===== config.mk =====
export PLATFORM = sky130hd
export DESIGN_NAME = seg7_scan_driver
export DESIGN_NICKNAME = d
export VERILOG_FILES = /design/src/rtl/seg7_pkg.sv /design/src/rtl/seg7_scan_driver_b27s.sv /design/src/rtl/seg7_scan_driver.sv
export SDC_FILE = /design/constraint.sdc
export NUM_CORES = 1
export LEC_CHECK = 0
export CORE_MARGIN = 4
export CORE_UTILIZATION = 30
export CTS_BUF_LIST = sky130_fd_sc_hd__clkbuf_4
export DETAILED_ROUTE_END_ITERATION = 16
export PLACE_DENSITY = 0.44
export SYNTH_ARGS = -nofsm -noshare
export SYNTH_HDL_FRONTEND = slang
export SYNTH_SLANG_ARGS = --single-unit

===== constraint.sdc =====
create_clock -name clk -period 3.7 [get_ports clk]
set_input_delay 0.555 -clock clk [delete_from_list [all_inputs] [get_ports clk]]
set_output_delay 0.555 -clock clk [all_outputs]
set_load 0.1 [all_outputs]

===== src/rtl/seg7_pkg.sv =====
// Shared constants for the multiplexed 7-segment display driver.
// Segment patterns are {dp,g,f,e,d,c,b,a}, active-high.
package seg7_pkg;

  localparam logic [7:0] SEG_BLANK = 8'h00;
  localparam logic [7:0] SEG_0     = 8'h3F;
  localparam logic [7:0] SEG_1     = 8'h06;
  localparam logic [7:0] SEG_2     = 8'h5B;
  localparam logic [7:0] SEG_3     = 8'h4F;
  localparam logic [7:0] SEG_4     = 8'h66;
  localparam logic [7:0] SEG_5     = 8'h6D;
  localparam logic [7:0] SEG_6     = 8'h7D;
  localparam logic [7:0] SEG_7     = 8'h07;
  localparam logic [7:0] SEG_8     = 8'h7F;
  localparam logic [7:0] SEG_9     = 8'h6F;

  localparam int DP_BIT = 7;

  // Counter width helper; a 1-state counter still needs one bit.
  function automatic int cnt_w(input int n);
    return (n > 1) ? $clog2(n) : 1;
  endfunction

endpackage


===== src/rtl/seg7_scan_driver_b27s.sv =====
// b27s: 4-bit code to 7-segment {g..a} decoder.
// Codes 10-15 are not displayable and decode to all-off.
module b27s
  import seg7_pkg::*;
(
  input  logic [3:0] code,
  output logic [6:0] seg
);

  always_comb begin
    seg = SEG_BLANK[6:0];
    unique case (code)
      4'd0:    seg = SEG_0[6:0];
      4'd1:    seg = SEG_1[6:0];
      4'd2:    seg = SEG_2[6:0];
      4'd3:    seg = SEG_3[6:0];
      4'd4:    seg = SEG_4[6:0];
      4'd5:    seg = SEG_5[6:0];
      4'd6:    seg = SEG_6[6:0];
      4'd7:    seg = SEG_7[6:0];
      4'd8:    seg = SEG_8[6:0];
      4'd9:    seg = SEG_9[6:0];
      default: seg = SEG_BLANK[6:0];
    endcase
  end

endmodule


===== src/rtl/seg7_scan_driver.sv =====
// Multiplexed N-digit 7-segment scan driver with a double-buffered
// digit word, leading-zero suppression and anti-ghost blanking.
module seg7_scan_driver
  import seg7_pkg::*;
#(
  parameter int N_DIGITS     = 4,
  parameter int PRESCALE     = 1000,
  parameter int BLANK_CYCLES = 2
) (
  input  logic                  clk,
  input  logic                  rst_n,
  input  logic                  load,
  input  logic [4*N_DIGITS-1:0] data_in,
  input  logic [N_DIGITS-1:0]   dp_in,
  input  logic                  lz_en,
  output logic [7:0]            seg,
  output logic [N_DIGITS-1:0]   an,
  output logic                  frame_start,
  output logic                  pending
);

  localparam int CNT_W = cnt_w(PRESCALE);
  localparam int IDX_W = cnt_w(N_DIGITS);
  localparam logic [CNT_W-1:0] CNT_MAX = CNT_W'(PRESCALE - 1);
  localparam logic [IDX_W-1:0] IDX_MAX = IDX_W'(N_DIGITS - 1);

  logic [CNT_W-1:0]      cnt;
  logic [IDX_W-1:0]      idx;
  logic [4*N_DIGITS-1:0] disp_data;
  logic [N_DIGITS-1:0]   disp_dp;
  logic [4*N_DIGITS-1:0] pend_data;
  logic [N_DIGITS-1:0]   pend_dp;

  logic                  slot_end;
  logic                  boundary;
  logic                  blank;
  logic [3:0]            nib;
  logic                  dp_cur;
  logic                  sup_cur;
  logic [N_DIGITS-1:0]   onehot;
  logic [N_DIGITS-1:0]   sup;
  logic [6:0]            dec;

  assign slot_end = (cnt == CNT_MAX);
  assign boundary = slot_end && (idx == IDX_MAX);
  assign blank    = (int'(cnt) < BLANK_CYCLES);

  // A digit is suppressed when it and every more significant digit is 0.
  always_comb begin
    logic zero_run;
    zero_run = lz_en;
    sup      = '0;
    nib      = 4'd0;
    dp_cur   = 1'b0;
    sup_cur  = 1'b0;
    onehot   = '0;
    for (int d = N_DIGITS - 1; d >= 0; d--) begin
      zero_run = zero_run && (disp_data[4*d +: 4] == 4'd0);
      sup[d]   = zero_run && (d != 0);
    end
    for (int d = 0; d < N_DIGITS; d++) begin
      if (idx == IDX_W'(d)) begin
        nib       = disp_data[4*d +: 4];
        dp_cur    = disp_dp[d];
        sup_cur   = sup[d];
        onehot[d] = 1'b1;
      end
    end
  end

  b27s u_b27s (
    .code (nib),
    .seg  (dec)
  );

  always_ff @(posedge clk or negedge rst_n) begin
    if (!rst_n) begin
      cnt         <= '0;
      idx         <= '0;
      seg         <= SEG_BLANK;
      an          <= '0;
      frame_start <= 1'b0;
      pending     <= 1'b0;
      disp_data   <= '0;
      disp_dp     <= '0;
      pend_data   <= '0;
      pend_dp     <= '0;
    end else begin
      if (slot_end) begin
        cnt <= '0;
        idx <= (idx == IDX_MAX) ? '0 : idx + 1'b1;
      end else begin
        cnt <= cnt + 1'b1;
      end

      an          <= blank ? '0 : onehot;
      seg         <= blank ? SEG_BLANK
                           : {dp_cur, (sup_cur ? 7'd0 : dec)};
      frame_start <= boundary;

      if (boundary && pending) begin
        disp_data <= pend_data;
        disp_dp   <= pend_dp;
      end

      // A load on the boundary keeps pending set for the next frame.
      if (load) begin
        pend_data <= data_in;
        pend_dp   <= dp_in;
        pending   <= 1'b1;
      end else if (boundary) begin
        pending   <= 1'b0;
      end
    end
  end

endmodule

==> results.tsv <==
metric	value	unit
status	finished, final reports clean	
reg2reg_slack	620	ps
clockPowerShare	42.5	%
ys_types	47	
initial_utilization	30.9	%
start_kind	flop	
fin_area	0.00371	mm²
tns	0	ps
r2r_start	idx[1]$_DFFE_PN0N_	
grt_usage	10.8	%
swShare	21.3	%
place_area	0.00353	mm²
grt_pass1_wl	9680	µm
cts_tree	done	
cts.clk_slew.worst_paths	110	ps
layout_setup_ws	617	ps
rsz0062_at_grt	no	
ios	38	
drtIter0Drc	63	
first_pass_iters	4	
core	0.00982	mm²
finalCritPeriodShare	83.3	%
synth_top_cell_by_area	dfrtp_1	
fin_worst_skew	19.9	ps
worst_pin_slew	1020	ps
fmax	324	MHz
final_nets	310	
layout-drive-gt1-share	26.8	%
worstPathArrival	3390	ps
crit_path_cell_trace	inv_1, ha_1, and2b_2, a221oi_1, nor3_1, a21oi_1, ha_1, or4_1, a311oi_1	
synthArstFlopShare	100	%
reg2reg_depth	9	
crit_path_frequent_cell	ha_1	
grt_overflow_total	0	
postSynthCellCount	231	
die_w	109	µm
cts_sinks	66	
postCtsSetupBuffers	0	
reg2reg_to	seg[3]$_DFF_PN0_	
yosysMostFrequentCell	dfrtp_1	
p_int	1.12	mW
synth_area_leaders	dfrtp_1, mux2_2, ha_1	
worstSkewPairLatency	420	ps
cts_buffer_depth	2	
syn_area	0.00303	mm²
ant_nets	0	
slew_violations	0	
routabilityCongestion	0.802	
yosys_warnings	0	
worstPathRequired	4010	ps
max_stage_delay	520	ps
grt_pass1_vias	1901	
vias	1877	
multiInputGateArea	0.00128	mm²
p_leak	1.59	nW
wl	5840	µm
die_y	109	µm
cts_buffers	9	
place_ws	659	ps
ctsResizeCount	0	
p_comb_share	4.7	%
io_buffer_count	37	
cts_root_buf	clkbuf_4	
syn_avg_cell_area	13.1	µm²
report.final.hold_viol_count	0	
vias_per_cell	4.53	
final-seq-area	0.00165	mm²
die_area	0.0118	mm²
synthesis.nets	266	
final_util	37.8	%
hold_ws	198	ps
drc_errors	0	
antenna_found_initial	0	
hpwlAfterDp	4140	µm
rows	36	
area.growth.synth_to_final	22.5	%
critPathCaptureType	flop	
hold_class	in -> async	
crit_fanout	12	
nFillCells	1008	
synth.top_cell.area_share	54.5	%
period_needed	3080	ps
ir_drop	0.176	mV
setup_viol	0	
final_cells	414	
synthFlopType	dfrtp_1	
cts_hold_buf	0	
slew_headroom	31.8	%
placedCellCount	397	
drt-wirelength-per-cell	14.1	µm
grt_max_degree	35	
power_frac_seq	52.8	%
power.switching	0.304	mW
ys_seq_area_share	54.5	%
p_per_area	385	mW/mm²
maxCapViolations	0	
cp_slowest_cell	or4_1	
htreeDepth	3	
synth_edf_count	0	
critPathKind	reg -> reg	
synth_common_cells	dfrtp_1, mux2_2, ha_1	
yosys_register_bits	66	
finalPower	1.43	mW
-- cells by family after synthesis --
| kind of cell | after synthesis | synth area share, % |
|---|---|---|
| muxes | 41 | 15.2 |
| buffers and inverters | 15 | 3.18 |
| xor gates and xnor gates | 6 | 1.73 |
| and+or+nand+nor | 60 | 12.5 |
| adders and majority gates | 11 | 4.54 |
| DFF | 66 | 54.5 |
| AOI/OAI and AO/OA | 32 | 8.34 |
-- area by class of cell --
type	count	share of cell area (%)
clock inverters	7	3.17
diodes	1	0.0674
flip-flops and latches	66	44.5
well taps	133	4.48
repair buffers	42	10.8
clock buffers	9	1.82
multi-input cells	150	34.5
inverters	6	0.606
-- metal layers --
| metal | up-vias | track usage, % | part of all wire [%] |
|---|---|---|---|
| li1 | 921 | - | - |
| met1 | 907 | 14.9 | 51 |
| met2 | 36 | 15.3 | 42 |
| met3 | 13 | 3.46 | 5.5 |
| met4 | 0 | 5.05 | 2.0 |
| met5 | - | 0 | 0 |
-- critical path, delay by kind of cell, from the launching register on --
kind                     cells  cell delay, ps
buffers and inverters        1             100
AND/OR/NAND/NOR              3             890
flip-flops                   1             410
adder cells (fa/ha/maj)      2             700
AO/OA/AOI/OAI                3             880
-- cell usage in the layout, fill, tap and decap left out, types with 4 or more instances in the layout --
cell type        netlist  final
o21ai_0                6      6
a311oi_1               5      5
nor2_1                 8      8
buf_4                  0      5
clkbuf_4               0      9
dfrtp_1               66     66
ha_1                  11     11
inv_1                  6      6
nand3_1                5      5
a21oi_1                5      5
and2_1                 4      4
mux2_2                40     40
clkdlybuf4s50_1        0     36
nand2_1                9      9
-- sequential cells by signal (all words and copies together), names as in the netlist --
signal	cells
disp_dp	4
disp_data	16
pend_data	16
frame_start	1
seg	8
cnt	10
pend_dp	4
an	4
idx	2
pending	1
-- worst max path at each step --
stage | startpoint | to | slack [ps] | cells after the start
after floorplan | idx[1]$_DFFE_PN0N_ | seg[3]$_DFF_PN0_ | 1020 | 10
after global placement | idx[1]$_DFFE_PN0N_ | seg[3]$_DFF_PN0_ | 750 | 9
after detailed placement | idx[1]$_DFFE_PN0N_ | seg[3]$_DFF_PN0_ | 660 | 9
after CTS | idx[1]$_DFFE_PN0N_ | seg[3]$_DFF_PN0_ | 600 | 9
after global routing | idx[1]$_DFFE_PN0N_ | seg[3]$_DFF_PN0_ | 380 | 9
final | idx[1]$_DFFE_PN0N_ | seg[3]$_DFF_PN0_ | 620 | 9
-- power by group through the flow --
stage	Clock, mW	Sequential, mW	Combinational [mW]
after floorplan	0	0.764	0.0265
after global placement	0	0.768	0.0693
after detailed placement	0	0.768	0.0702
after CTS	0.637	0.754	0.0702
after global routing	0.662	0.757	0.0751
final	0.608	0.754	0.0670
(Power assumes the default switching activity.)
